[src/rtl/column_write_dispatch_pkg.sv]
// Shared definitions for the column write dispatcher.
//   DEPTH   : default column buffer depth (2^6 words)
//   clog2   : width helper that never returns 0, so 1-entry ranges still get a 1-bit field
//   state_e : dispatcher FSM encoding
package column_write_dispatch_pkg;

  localparam int unsigned DefAddrWidth = 6;
  localparam int unsigned DEPTH        = 2 ** DefAddrWidth;

  function automatic int unsigned clog2(input int unsigned value);
    int unsigned res = 0;
    for (int unsigned v = value - 1; v > 0; v = v >> 1) begin
      res++;
    end
    return (res == 0) ? 1 : res;
  endfunction

  typedef enum logic [1:0] {
    StIdle = 2'd0,
    StFill = 2'd1,
    StDone = 2'd2
  } state_e;

endpackage

[src/rtl/column_write_dispatch_if.sv]
// Stream and column-buffer bus of the column write dispatcher.
//   in_valid/in_data/in_last/in_ready : upstream activation stream
//   rd_ack                            : per-column pop strobes from the read side
//   wr_req_p/wr_data_p                : per-column write strobes and data
// master: upstream/read-side driver; slave: the dispatcher.
interface column_write_dispatch_if #(
  parameter int unsigned DATA_WIDTH = 8,
  parameter int unsigned NUM_COL    = 4
) ();

  logic                          in_valid;
  logic [DATA_WIDTH-1:0]         in_data;
  logic                          in_last;
  logic                          in_ready;
  logic [NUM_COL-1:0]            rd_ack;
  logic [NUM_COL-1:0]            wr_req_p;
  logic [NUM_COL*DATA_WIDTH-1:0] wr_data_p;

  modport master (
    output in_valid, in_data, in_last, rd_ack,
    input  in_ready, wr_req_p, wr_data_p
  );

  modport slave (
    input  in_valid, in_data, in_last, rd_ack,
    output in_ready, wr_req_p, wr_data_p
  );

endinterface

[src/rtl/column_write_dispatch_col_occ_counter.sv]
// col_occ_counter: per-column occupancy tracker.
//   clk, reset    : clock, synchronous active-high reset
//   inc_i         : one word written to the column this cycle
//   dec_i         : one word popped from the column this cycle
//   cnt_o         : current occupancy (0..MaxCount)
//   underflow_o   : pop seen while empty (combinational pulse)
// Saturates at both ends; a simultaneous write and pop leaves the count unchanged.
module column_write_dispatch_col_occ_counter #(
  parameter int unsigned Width    = 7,
  parameter int unsigned MaxCount = 64
) (
  input  logic             clk,
  input  logic             reset,
  input  logic             inc_i,
  input  logic             dec_i,
  output logic [Width-1:0] cnt_o,
  output logic             underflow_o
);

  logic [Width-1:0] cnt_q, cnt_d;

  always_comb begin
    cnt_d       = cnt_q;
    underflow_o = 1'b0;
    if (inc_i && !dec_i) begin
      if (cnt_q != Width'(MaxCount)) begin
        cnt_d = cnt_q + 1'b1;
      end
    end else if (dec_i && !inc_i) begin
      if (cnt_q == '0) begin
        underflow_o = 1'b1;
      end else begin
        cnt_d = cnt_q - 1'b1;
      end
    end
  end

  always_ff @(posedge clk) begin
    if (reset) begin
      cnt_q <= '0;
    end else begin
      cnt_q <= cnt_d;
    end
  end

  assign cnt_o = cnt_q;

endmodule

[src/rtl/column_write_dispatch.sv]
// Column write dispatcher: deals an upstream word stream into NUM_COL column buffers
// in ROW_LEN-word bursts, round-robin, with per-column occupancy flow control.
//   clk, reset  : clock, synchronous active-high reset
//   bus (slave) : in_valid/in_data/in_last/in_ready stream, rd_ack pops,
//                 wr_req_p/wr_data_p registered column writes (1-cycle latency)
//   col_ptr     : column currently being filled
//   frame_done  : one-cycle pulse after the last word of a frame is written
//   ovf_err     : sticky, set when a column is popped while empty
module column_write_dispatch
  import column_write_dispatch_pkg::*;
#(
  parameter int unsigned DATA_WIDTH = 8,
  parameter int unsigned ADDR_WIDTH = 6,
  parameter int unsigned NUM_COL    = 4,
  parameter int unsigned ROW_LEN    = 16
) (
  input  logic                       clk,
  input  logic                       reset,
  column_write_dispatch_if.slave     bus,
  output logic [clog2(NUM_COL)-1:0]  col_ptr,
  output logic                       frame_done,
  output logic                       ovf_err
);

  localparam int unsigned ColDepth = 1 << ADDR_WIDTH;
  localparam int unsigned OccW     = ADDR_WIDTH + 1;
  localparam int unsigned ColW     = clog2(NUM_COL);
  localparam int unsigned CntW     = clog2(ROW_LEN + 1);

  state_e                        state_q, state_d;
  logic [ColW-1:0]               col_q, col_d;
  logic [CntW-1:0]               cnt_q, cnt_d;
  logic [NUM_COL-1:0]            wr_req_q, wr_req_d;
  logic [NUM_COL*DATA_WIDTH-1:0] wr_data_q, wr_data_d;
  logic                          ovf_q, ovf_d;

  logic [NUM_COL-1:0][OccW-1:0]  occ;
  logic [NUM_COL-1:0]            occ_inc;
  logic [NUM_COL-1:0]            underflow;
  logic                          ready;
  logic                          accept;

  // Gated by reset so the port reads 0 while reset is held.
  assign ready  = !reset && (state_q != StDone) && (occ[col_q] != OccW'(ColDepth));
  assign accept = bus.in_valid && ready;

  always_comb begin
    occ_inc = '0;
    if (accept) begin
      occ_inc[col_q] = 1'b1;
    end
  end

  for (genvar c = 0; c < NUM_COL; c++) begin : g_occ
    column_write_dispatch_col_occ_counter #(
      .Width    (OccW),
      .MaxCount (ColDepth)
    ) u_occ (
      .clk         (clk),
      .reset       (reset),
      .inc_i       (occ_inc[c]),
      .dec_i       (bus.rd_ack[c]),
      .cnt_o       (occ[c]),
      .underflow_o (underflow[c])
    );
  end

  always_comb begin
    state_d   = state_q;
    col_d     = col_q;
    cnt_d     = cnt_q;
    wr_req_d  = '0;
    wr_data_d = wr_data_q;
    ovf_d     = ovf_q | (|underflow);

    if (accept) begin
      wr_req_d[col_q] = 1'b1;
      wr_data_d[int'(col_q) * DATA_WIDTH +: DATA_WIDTH] = bus.in_data;
      if (bus.in_last) begin
        // Frame end realigns to column 0 even on a partial row.
        state_d = StDone;
        col_d   = '0;
        cnt_d   = '0;
      end else begin
        state_d = StFill;
        if (cnt_q == CntW'(ROW_LEN - 1)) begin
          cnt_d = '0;
          col_d = (col_q == ColW'(NUM_COL - 1)) ? '0 : col_q + 1'b1;
        end else begin
          cnt_d = cnt_q + 1'b1;
        end
      end
    end

    if (state_q == StDone) begin
      state_d = StIdle;
    end
  end

  always_ff @(posedge clk) begin
    if (reset) begin
      state_q   <= StIdle;
      col_q     <= '0;
      cnt_q     <= '0;
      wr_req_q  <= '0;
      wr_data_q <= '0;
      ovf_q     <= 1'b0;
    end else begin
      state_q   <= state_d;
      col_q     <= col_d;
      cnt_q     <= cnt_d;
      wr_req_q  <= wr_req_d;
      wr_data_q <= wr_data_d;
      ovf_q     <= ovf_d;
    end
  end

  assign bus.in_ready  = ready;
  assign bus.wr_req_p  = wr_req_q;
  assign bus.wr_data_p = wr_data_q;
  assign col_ptr       = col_q;
  assign frame_done    = (state_q == StDone);
  assign ovf_err       = ovf_q;

endmodule

[src/flat_wrapper.sv]
// flat-port wrapper written by rule: the top's interface ports become plain ports
module column_write_dispatch_flat import column_write_dispatch_pkg::*;
#(
  parameter int unsigned DATA_WIDTH = 8,
  parameter int unsigned ADDR_WIDTH = 6,
  parameter int unsigned NUM_COL    = 4,
  parameter int unsigned ROW_LEN    = 16
)
  (clk, reset, col_ptr, frame_done, ovf_err, bus_in_valid, bus_in_data, bus_in_last, bus_rd_ack, bus_in_ready, bus_wr_req_p, bus_wr_data_p);
  column_write_dispatch_if #(.DATA_WIDTH(DATA_WIDTH), .NUM_COL(NUM_COL)) bus_i ();
  input  logic clk;
  input  logic reset;
  output logic [clog2(NUM_COL)-1:0] col_ptr;
  output logic frame_done;
  output logic ovf_err;
  input wire logic [$bits(bus_i.in_valid)-1:0] bus_in_valid;
  input wire logic [$bits(bus_i.in_data)-1:0] bus_in_data;
  input wire logic [$bits(bus_i.in_last)-1:0] bus_in_last;
  input wire logic [$bits(bus_i.rd_ack)-1:0] bus_rd_ack;
  output wire logic [$bits(bus_i.in_ready)-1:0] bus_in_ready;
  output wire logic [$bits(bus_i.wr_req_p)-1:0] bus_wr_req_p;
  output wire logic [$bits(bus_i.wr_data_p)-1:0] bus_wr_data_p;
  assign bus_i.in_valid = bus_in_valid;
  assign bus_i.in_data = bus_in_data;
  assign bus_i.in_last = bus_in_last;
  assign bus_i.rd_ack = bus_rd_ack;
  assign bus_in_ready = bus_i.in_ready;
  assign bus_wr_req_p = bus_i.wr_req_p;
  assign bus_wr_data_p = bus_i.wr_data_p;
  column_write_dispatch #(.DATA_WIDTH(DATA_WIDTH), .ADDR_WIDTH(ADDR_WIDTH), .NUM_COL(NUM_COL), .ROW_LEN(ROW_LEN)) u_core (.clk(clk), .reset(reset), .bus(bus_i), .col_ptr(col_ptr), .frame_done(frame_done), .ovf_err(ovf_err));
endmodule
[config.mk]
export PLATFORM = sky130hd
export DESIGN_NAME = column_write_dispatch_flat
export DESIGN_NICKNAME = d
export VERILOG_FILES = /design/src/rtl/column_write_dispatch_pkg.sv /design/src/rtl/column_write_dispatch_if.sv /design/src/rtl/column_write_dispatch_col_occ_counter.sv /design/src/rtl/column_write_dispatch.sv /design/src/flat_wrapper.sv
export SDC_FILE = /design/constraint.sdc
export NUM_CORES = 1
export LEC_CHECK = 0
export ABC_AREA = 1
export CAP_MARGIN = 40
export CORE_MARGIN = 1
export CORE_UTILIZATION = 45
export DETAILED_ROUTE_END_ITERATION = 10
export DONT_BUFFER_PORTS = 1
export PLACE_DENSITY = 0.63
export SYNTH_ARGS = -nofsm -noshare
export SYNTH_HDL_FRONTEND = slang
export SYNTH_SLANG_ARGS = --single-unit
[constraint.sdc]
create_clock -name clk -period 5.43 [get_ports clk]
set_input_delay 0.543 -clock clk [delete_from_list [all_inputs] [get_ports clk]]
set_output_delay 0.543 -clock clk [all_outputs]
set_load 0.005 [all_outputs]
Yosys cells after proc, flatten, opt, wreduce, memory -nomap -nowiden
Index checks and enable logic that the tools add are counted.
{ "op_classes": {"n_bitwise": 1, "div_mod_pow": 0, "muxes": 40, "n_reduce_logical": 37, "n_shift": 2, "addsub": 11, "n_mul": 0, "n_eq_ne": 17, "magnitude_cmp": 2} }
{ "op_table": {"columns": ["operator", "count"], "rows": [
  ["7-bit two-way mux", 17],
  ["7-bit != test (second input constant)", 5],
  ["5-bit negator with 34-bit output", 1],
  ["8-bit by 34-bit variable shift with 32-bit output (first input constant)", 1],
  ["8-bit by 34-bit indexed part select with 32-bit output", 1],
  ["32-bit bitwise mux", 1],
  ["7-bit by 1-bit adder with 7-bit output (second input constant)", 4],
  ["7-bit zero test", 4],
  ["7-bit by 1-bit subtractor with 7-bit output (second input constant)", 4],
  ["7-bit binary-select mux with 2-bit select", 1],
  ["1-bit two-way mux", 13],
  ["1-bit logical AND", 12],
  ["3-bit AND reduction", 4],
  ["5-bit two-way mux", 2],
  ["2-bit != test (second input constant)", 5],
  ["2-bit nonzero test", 5],
  ["1-bit zero test", 9],
  ["2-bit two-way mux", 4],
  ["2-bit by 1-bit != test with 1-bit output (second input constant)", 4],
  ["5-bit by 1-bit adder with 5-bit output (second input constant)", 1],
  ["5-bit by 4-bit == test with 1-bit output (second input constant)", 1],
  ["2-bit == test (second input constant)", 2],
  ["4-bit two-way mux", 1],
  ["4-bit OR reduction", 1],
  ["7 further kinds", 7]
]} }
{ "totals": {"memories": 0, "input_bits": 16, "word_cells": 120, "ram_bits": 0, "out_inout_bits": 41, "register_bits": 74, "latch_bits": 0, "rom_bits": 0} }

Depth between registers and ports, before layout
{ "logic_depth": {"word_depth": 12, "depth_mapped": 20, "ltp_nobuf": 18} }

Hierarchy
From an unflattened synthesis, not the netlist that was laid out.
{ "unflattened": {"cells_unflattened": 765, "area_unflattened_um2": 5122.4} }
{ "by_module_without_submodules": {"columns": ["mod", "cells_each", "n_inst", "seq_area_each_um2", "area_each_um2"], "rows": [
  ["column_write_dispatch", 369, 1, 920.9, 2484.9],
  ["column_write_dispatch_col_occ_counter at u_core.g_occ[2].u_occ ...", 99, 2, 140.1, 661.9],
  ["column_write_dispatch_col_occ_counter at u_core.g_occ[0].u_occ ...", 99, 2, 140.1, 656.9]
]} }

Worst setup path before layout
No wires, ideal clock.
{ "synth_timing": {"kind": "register to register", "from": "register u_core.col_q[0], in the netlist u_core.col_ptr[0]", "to": "register u_core.g_occ[0].u_occ.cnt_q[6]", "slack_ps": 2437, "t_arrival_ps": 2873, "setup_ps": 120, "path_buffers": 3, "t_required_ps": 5310, "stages_incl_launch_ff": 18, "synth_period_minus_slack_ps": 2993, "cell_sequence": "dfxtp_1 buf_2 inv_1 ha_1 clkbuf_1 buf_2 inv_1 nor2_1 ha_1 inv_1 fa_1 nand3_1 nand3_1 nand2_1 nand2_1 a21oi_1 xor2_1 a21oi_1"} }
{ "synth_via": {"elab_chain_cells": 10, "elab_cells_between_ends": 19, "classes_between": "2 x order compare; 3 x eq/ne; 6 x mux; 8 x reduce/logical"} }
{ "synth_lines": {"columns": ["element", "line", "rtl"], "rows": [
  ["start, declared", "column_write_dispatch.sv:31", "logic [ColW-1:0] col_q, col_d;"],
  ["start signal, assigned", "column_write_dispatch.sv:110", "col_q <= col_d;"],
  ["7-bit binary-select mux with 2-bit select", "column_write_dispatch.sv:44", "assign ready = !reset && (state_q != StDone) && (occ[col_q] != OccW'(ColDepth));"],
  ["7-bit two-way mux (not written as such)", "column_write_dispatch.sv:44", null],
  ["7-bit != test", "column_write_dispatch.sv:44", null],
  ["1-bit logical AND", "column_write_dispatch.sv:44", null],
  ["1-bit logical AND", "column_write_dispatch.sv:45", "assign accept = bus.in_valid && ready;"],
  ["4-bit two-way mux (*)", null, null],
  ["named net u_core.g_occ[0].u_occ.inc_i", "column_write_dispatch_col_occ_counter.sv:14", "input logic inc_i,"],
  ["1-bit zero test", "column_write_dispatch_col_occ_counter.sv:29", "end else if (dec_i && !inc_i) begin"],
  ["1-bit logical AND", "column_write_dispatch_col_occ_counter.sv:29", null],
  ["2-bit nonzero test (no source line)", null, null],
  ["3-bit AND reduction (no source line)", null, null],
  ["end signal, assigned", "column_write_dispatch_col_occ_counter.sv:42", "cnt_q <= cnt_d;"],
  ["end, declared", "column_write_dispatch_col_occ_counter.sv:20", "logic [Width-1:0] cnt_q, cnt_d;"]
]} }
The timed path passes the listed nets; every way through them passes the cells marked *. The select of a mux whose other input is x is not followed.
A chain may end at the register's enable or synchronous reset.

Worst setup path in the final report
{ "layout_timing": {"from": "register u_core.col_q[0], in the netlist u_core.col_ptr[0]", "to": "register u_core.g_occ[3].u_occ.cnt_q[6]"} }
{ "layout_via": {"elab_chain_cells": 10, "elab_cells_between_ends": 19, "classes_between": "2 x order compare; 3 x eq/ne; 6 x mux; 8 x reduce/logical"} }
{ "layout_lines": {"columns": ["element", "line"], "rows": [
  ["7-bit binary-select mux with 2-bit select", "column_write_dispatch.sv:44"],
  ["7-bit two-way mux (not written as such)", "column_write_dispatch.sv:44"],
  ["7-bit != test", "column_write_dispatch.sv:44"],
  ["1-bit logical AND", "column_write_dispatch.sv:44"],
  ["1-bit logical AND", "column_write_dispatch.sv:45"],
  ["4-bit two-way mux (*)", null],
  ["named net u_core.g_occ[3].u_occ.inc_i", "column_write_dispatch_col_occ_counter.sv:14"],
  ["1-bit zero test", "column_write_dispatch_col_occ_counter.sv:29"],
  ["1-bit logical AND", "column_write_dispatch_col_occ_counter.sv:29"],
  ["2-bit nonzero test (no source line)", null],
  ["3-bit AND reduction (no source line)", null],
  ["end signal, assigned", "column_write_dispatch_col_occ_counter.sv:42"],
  ["end, declared", "column_write_dispatch_col_occ_counter.sv:20"]
]} }
Marked as above.

==> reports/results.ini <==
[hold_path]
worst_hold_path_type=input pin to flip-flop
hold_end=u_core.cnt_q[4]$_SDFFE_PP0N_
hold-path-cell-count=1
worstHoldStart=reset

[detailed_routing]
vias_per_cell=5.135
drt-pass1-iter-count=6
ant_nets=0
wl_um=9280
wl_per_cell_um=12.80
drt_drc_violations_left=0
drtIter0Drc=230
num_vias=3723

[grt]
grt_pass1_vias=3449
grt_use_total_pct=19.83
grt_pass1_wl_um=15980
grt_max_degree=65
grt-ovfl-total=0
antenna_found_initial=0

[placed_design]
dpl_cell_area_um2=4364
dp_hpwl_um=6781
port_buffers=0
place_ws_ps=1879
placedCellCount=709
place.gp.congestion=0.9146

[logic_synthesis]
synth.top_cells.by_area=dfxtp_1 34%, ha_1 11%, nor2_1 10%
synth_area_leader_cell=dfxtp_1
synth_warnings=0
syn-cell-area_um2=4330
synth-seq-cells=74
syn_avg_cell_area_um2=7.146
synth.top_cell.area_share_pct=34.21
synthesis.nets=663
syn_inst=606
synth_cell_types=25
ys_seq_area_share_pct=34.21

[floorplanning]
die-area_um2=10020
die_w_um=100.1
die_y_um=100.1
core_um2=9284
start_util_pct=46.64
rows=35
io_pins=57

[worst_setup_path]
regToRegStartpoint=u_core.col_ptr[0]$_SDFFE_PP0P_
cp.required_ps=5640
regToRegEndpoint=u_core.g_occ[3].u_occ.cnt_o[6]$_SDFFE_PP0P_
critPathKind=flip-flop to flip-flop
r2r_cells=18
critPathMaxFanout=26
end_kind=flip-flop
startpoint_type=flip-flop
worstPathArrival_ps=3750
reg2reg_slack_ps=1890

[power]
vdd.ir_drop.worst_uv=210.9
p_sw_share_pct=35.44
p_int_mw=1.347
powerDensity_nw_per_um2=448.7
p_switching_mw=0.7394
power_leakage_nw=2.004
pwr-share-clk_pct=28.9
total_power_mw=2.086
pwr-share-seq_pct=34.8
power_frac_comb_pct=36.4

[layout]
postLayoutCellArea_um2=4649
antenna_cells=0
seqCellArea_um2=1481
instances_no_fill=725
multi_input_area_um2=2485
n_fill_cell=929
final_core_util_pct=50.08
nNetsFinal=648
drive_above_1_share_pct=4.027
syn2layout_area_growth_pct=7.368

[clocking]
cts_setup_buffers=0
insertion_delay_ps=350
cts_buffer_depth=2
cts_buffers=9
postCtsResizedCells=0
cts_max_level=3
cts_root_buffer=clkbuf_8
cts_tree=built
cts.reportedPaths.clkPinSlew_ps=80
clock_sinks=74
hold_buffers=0

[timing]
rsz0062_at_grt=false
hold_ws_ps=250.4
post-route-min-period_ps=3544
timing.final.crit_share_pct=65.26
hold_viol_final=0
tns_ps=0
setup_ws_ps=1886
finalClockSkew_ps=9.687
finalMaxSlewViolations=0
finalSetupViolCount=0
relSlewSlack_pct=37.23
tightest_slew_ps=941.5
max_freq_mhz=282.2

[outcome]
outcome=complete, no violations

[job]
max_cap_violations=0

-- cells in the mapped netlist --
| cell | number |
|---|---|
| nor2_1 | 120 |
| nand2_1 | 91 |
| dfxtp_1 | 74 |
| inv_1 | 57 |
| a21oi_1 | 44 |
| nand3_1 | 43 |
| nand4_1 | 41 |
| ha_1 | 37 |
| o21ai_0 | 30 |
| xnor2_1 | 19 |
| clkbuf_1 | 12 |
| buf_2 | 6 |
| buf_1 | 5 |
| xor2_1 | 5 |
| fa_1 | 4 |
| and3_1 | 3 |
| buf_6 | 3 |
| nor2_4 | 3 |
| buf_4 | 2 |
| clkinv_1 | 2 |
| a31o_2 | 1 |
| a41oi_1 | 1 |
| nand4_2 | 1 |
| nor3_1 | 1 |
| nor3_2 | 1 |
-- worst max-delay path, stage by stage, from the launching register on --
cell and delay (ps):
dfxtp_1 370, buf_4 240, nand2_1 100, inv_1 40, nand4_1 60, nand2_1 50
nand2_1 90, nand4_2 490, nor2_1 330, ha_1 260, inv_1 160, fa_1 490
nand3_1 90, nand3_1 100, nand2_1 80, nand2_1 50, a21oi_1 170, xor2_1 160
a21oi_1 70
-- power by group through the flow --
| stage | Sequential (mW) | Clock, mW | Combinational [mW] |
|---|---|---|---|
| 6_report | 0.726 | 0.602 | 0.759 |
| 5_1_grt | 0.740 | 0.636 | 0.875 |
| 4_1_cts | 0.726 | 0.613 | 0.763 |
| 3_5_place_dp | 0.737 | 0 | 0.759 |
| 3_3_place_gp | 0.737 | 0 | 0.738 |
| 2_1_floorplan | 0.715 | 0 | 0.658 |
-- cells in the final DEF (no fill, tap or decap) --
| cell | count |
|---|---|
| nor2_1 | 120 |
| nand4_2 | 1 |
| inv_1 | 57 |
| fa_1 | 4 |
| nor3_2 | 1 |
| clkinv_1 | 2 |
| o21ai_0 | 30 |
| nor3_1 | 1 |
| nor2_4 | 3 |
| xnor2_1 | 19 |
| nand4_1 | 41 |
| dfxtp_1 | 74 |
| buf_4 | 2 |
| ha_1 | 37 |
| clkbuf_8 | 12 |
| a41oi_1 | 1 |
| and3_1 | 3 |
| a31o_2 | 1 |
| nand2_1 | 91 |
| bufinv_16 | 4 |
| a21oi_1 | 44 |
| nand3_1 | 43 |
| xor2_1 | 5 |
-- per-layer routing --
layer / share of wire, % / track usage, % / vias to the layer above
li1: - / - / 1958
met1: 48 / 26.21 / 1672
met2: 45 / 31.19 / 81
met3: 5.9 / 5.014 / 12
met4: 1.5 / 7.469 / 0
met5: 0 / 0 / -
-- kinds of logic (layout without fill, tap and decap cells) --
family                     after synthesis  in the layout  synth area share (%)
AOI/OAI and AO/OA                       76             76                 8.957
and+or+nand+nor                        304            304                 31.03
buffers and inverters                   87             77                 8.408
xor gates and xnor gates                24             24                 4.854
DFF                                     74             74                 34.21
adders and majority gates               41             41                 12.54
-- worst max-delay path by stage --
stage,from,endpoint,slack [ps],cells after the start
3_3_place_gp,u_core.col_ptr[0]$_SDFFE_PP0P_,u_core.g_occ[1].u_occ.cnt_o[6]$_SDFFE_PP0P_,2040,18
4_1_cts,u_core.col_ptr[0]$_SDFFE_PP0P_,u_core.g_occ[3].u_occ.cnt_o[6]$_SDFFE_PP0P_,1860,18
6_report,u_core.col_ptr[0]$_SDFFE_PP0P_,u_core.g_occ[3].u_occ.cnt_o[6]$_SDFFE_PP0P_,1890,18
5_1_grt,u_core.col_ptr[0]$_SDFFE_PP0P_,u_core.g_occ[3].u_occ.cnt_o[6]$_SDFFE_PP0P_,1460,18
2_1_floorplan,u_core.col_ptr[0]$_SDFFE_PP0P_,u_core.g_occ[0].u_occ.cnt_o[6]$_SDFFE_PP0P_,2440,17
3_5_place_dp,u_core.col_ptr[0]$_SDFFE_PP0P_,u_core.g_occ[3].u_occ.cnt_o[6]$_SDFFE_PP0P_,1880,18
-- registers in the layout, summed over array words and instances (netlist names) --
name,flops
u_core.state_q,2
u_core.g_occ.u_occ.cnt_o,28
u_core.cnt_q,5
u_core.ovf_err,1
u_core.bus.wr_req_p,4
u_core.col_ptr,2
u_core.bus.wr_data_p,32
-- cell type report --
| cell class | instances | share of cell area [%] |
|---|---|---|
| clock buffers | 12 | 3.552 |
| clock inverters | 4 | 2.583 |
| inverters | 59 | 4.763 |
| multi-input cells | 445 | 53.44 |
| flip-flops and latches | 74 | 31.86 |
| well taps | 129 | 3.471 |
| repair buffers | 2 | 0.3229 |
(Power assumes the default switching activity.)
==> patch, RTL diff (same flow settings) <==
Register the output `ovf_err` once more, without a reset; this adds one clock of latency there. The other outputs are not delayed to match.
--- a/src/rtl/column_write_dispatch.sv
+++ b/src/rtl/column_write_dispatch.sv
@@ -122,3 +122,5 @@
   assign frame_done    = (state_q == StDone);
-  assign ovf_err       = ovf_q;
+  always_ff @(posedge clk) begin
+    ovf_err <= ovf_q;
+  end
 
Behaviour: not the same (Yosys sat finds a counterexample within 4 cycles, from zero or initial values and one cycle with reset high).
==> patch against the original RTL <==
- area after synthesis up 0.46%
- setup slack worse by 0.010 ns
- wire length up 1.5%
- clock power down 26%
- power down 6.4%
- sequential power up 2%
- sequential cell count up 1
- cell area down 1.0%
- critical path type unchanged
- largest power group unchanged
==> patch: results (changes against the original RTL) <==
metric;value;unit;change
status;finished clean;;unchanged
met1 wire length;4.50;mm;was 4.44 mm
share of cells above drive strength 1;0.0401;;was 0.0403
Detailed Place HPWL;6.90;mm;was 6.78 mm
Leakage Power;1.97;nW;was 2.00 nW
Final nets;650;;was 648
GR met1 Demand/Resource;0.262;;about the same
Worst path max stage delay;0.64;ns;was 0.49 ns
largest net degree at the start of global routing;63;;was 65
Signal buffers;3;;was 2
All-Layer GR Usage;0.197;;was 0.198
Vias/cell;5.19;;was 5.14
routability-driven placement congestion ratio;0.904;;was 0.915
Post-Synthesis Cells;607;;was 606
first-pass GRT wire length;15.8;mm;was 16.0 mm
Min Hold Slack;0.245;ns;was 0.250 ns
Seq group;0.000741;W;was 0.000726 W
Synth Area in Adders;0.125;;about the same
fraction of area in multi-input gates;0.540;;was 0.534
Sw Ratio;0.386;;was 0.354
clk pwr;0.000448;W;was 0.000602 W
CP max FO;21;;was 26
Syn Nets;664;;was 663
placed insts;711;;was 709
Die X;100;um;about the same
hold endpoint;u_core.cnt_q[2]$_SDFFE_PP0N_;;was u_core.cnt_q[4]$_SDFFE_PP0N_
Compound-Gate Fraction of Synth Area;0.0892;;was 0.0896
buffering overhead;0.00653;;was 0.00323
register area share after synthesis;0.345;;was 0.342
post-route insts no fill;727;;was 725
Worst R2R Path Depth;16;;was 18
drt first pass iters;4;;was 6
Layout clock area frac;0.0440;;was 0.0614
Synth Area in XOR/XNOR;0.0483;;was 0.0485
Post-synth top cells;nor2_1, nand2_1, dfxtp_1;;unchanged
Worst path slowest cell;dfxtp_1;;was nand4_2
Area contributors post-synth;dfxtp_1, ha_1, nor2_1;;unchanged
routed wl met2;4.19;mm;was 4.16 mm
vias in the first global route;3395;;was 3449
post-synthesis register bit count;75;;was 74
clock skew;0.0130;ns;was 0.00969 ns
Routed WL;9.42;mm;was 9.28 mm
Placed Area;0.00440;mm^2;was 0.00436 mm^2
Fillers;946;;was 929
==> patch: cell types whose count changed after synthesis, sizes merged <==
cell / unedited run / this run
dfxtp: 74 / 75
==> patch: worst max-delay path by stage <==
stage          slack [ns]  depth (start not counted)                                           to
2_1_floorplan        2.44                         17  u_core.g_occ[0].u_occ.cnt_o[6]$_SDFFE_PP0P_
3_3_place_gp         1.61                         16  u_core.g_occ[3].u_occ.cnt_o[6]$_SDFFE_PP0P_
3_5_place_dp         1.84                         16  u_core.g_occ[1].u_occ.cnt_o[6]$_SDFFE_PP0P_
4_1_cts              1.81                         16  u_core.g_occ[1].u_occ.cnt_o[6]$_SDFFE_PP0P_
5_1_grt              1.50                         16  u_core.g_occ[3].u_occ.cnt_o[6]$_SDFFE_PP0P_
6_report             1.88                         16  u_core.g_occ[3].u_occ.cnt_o[6]$_SDFFE_PP0P_
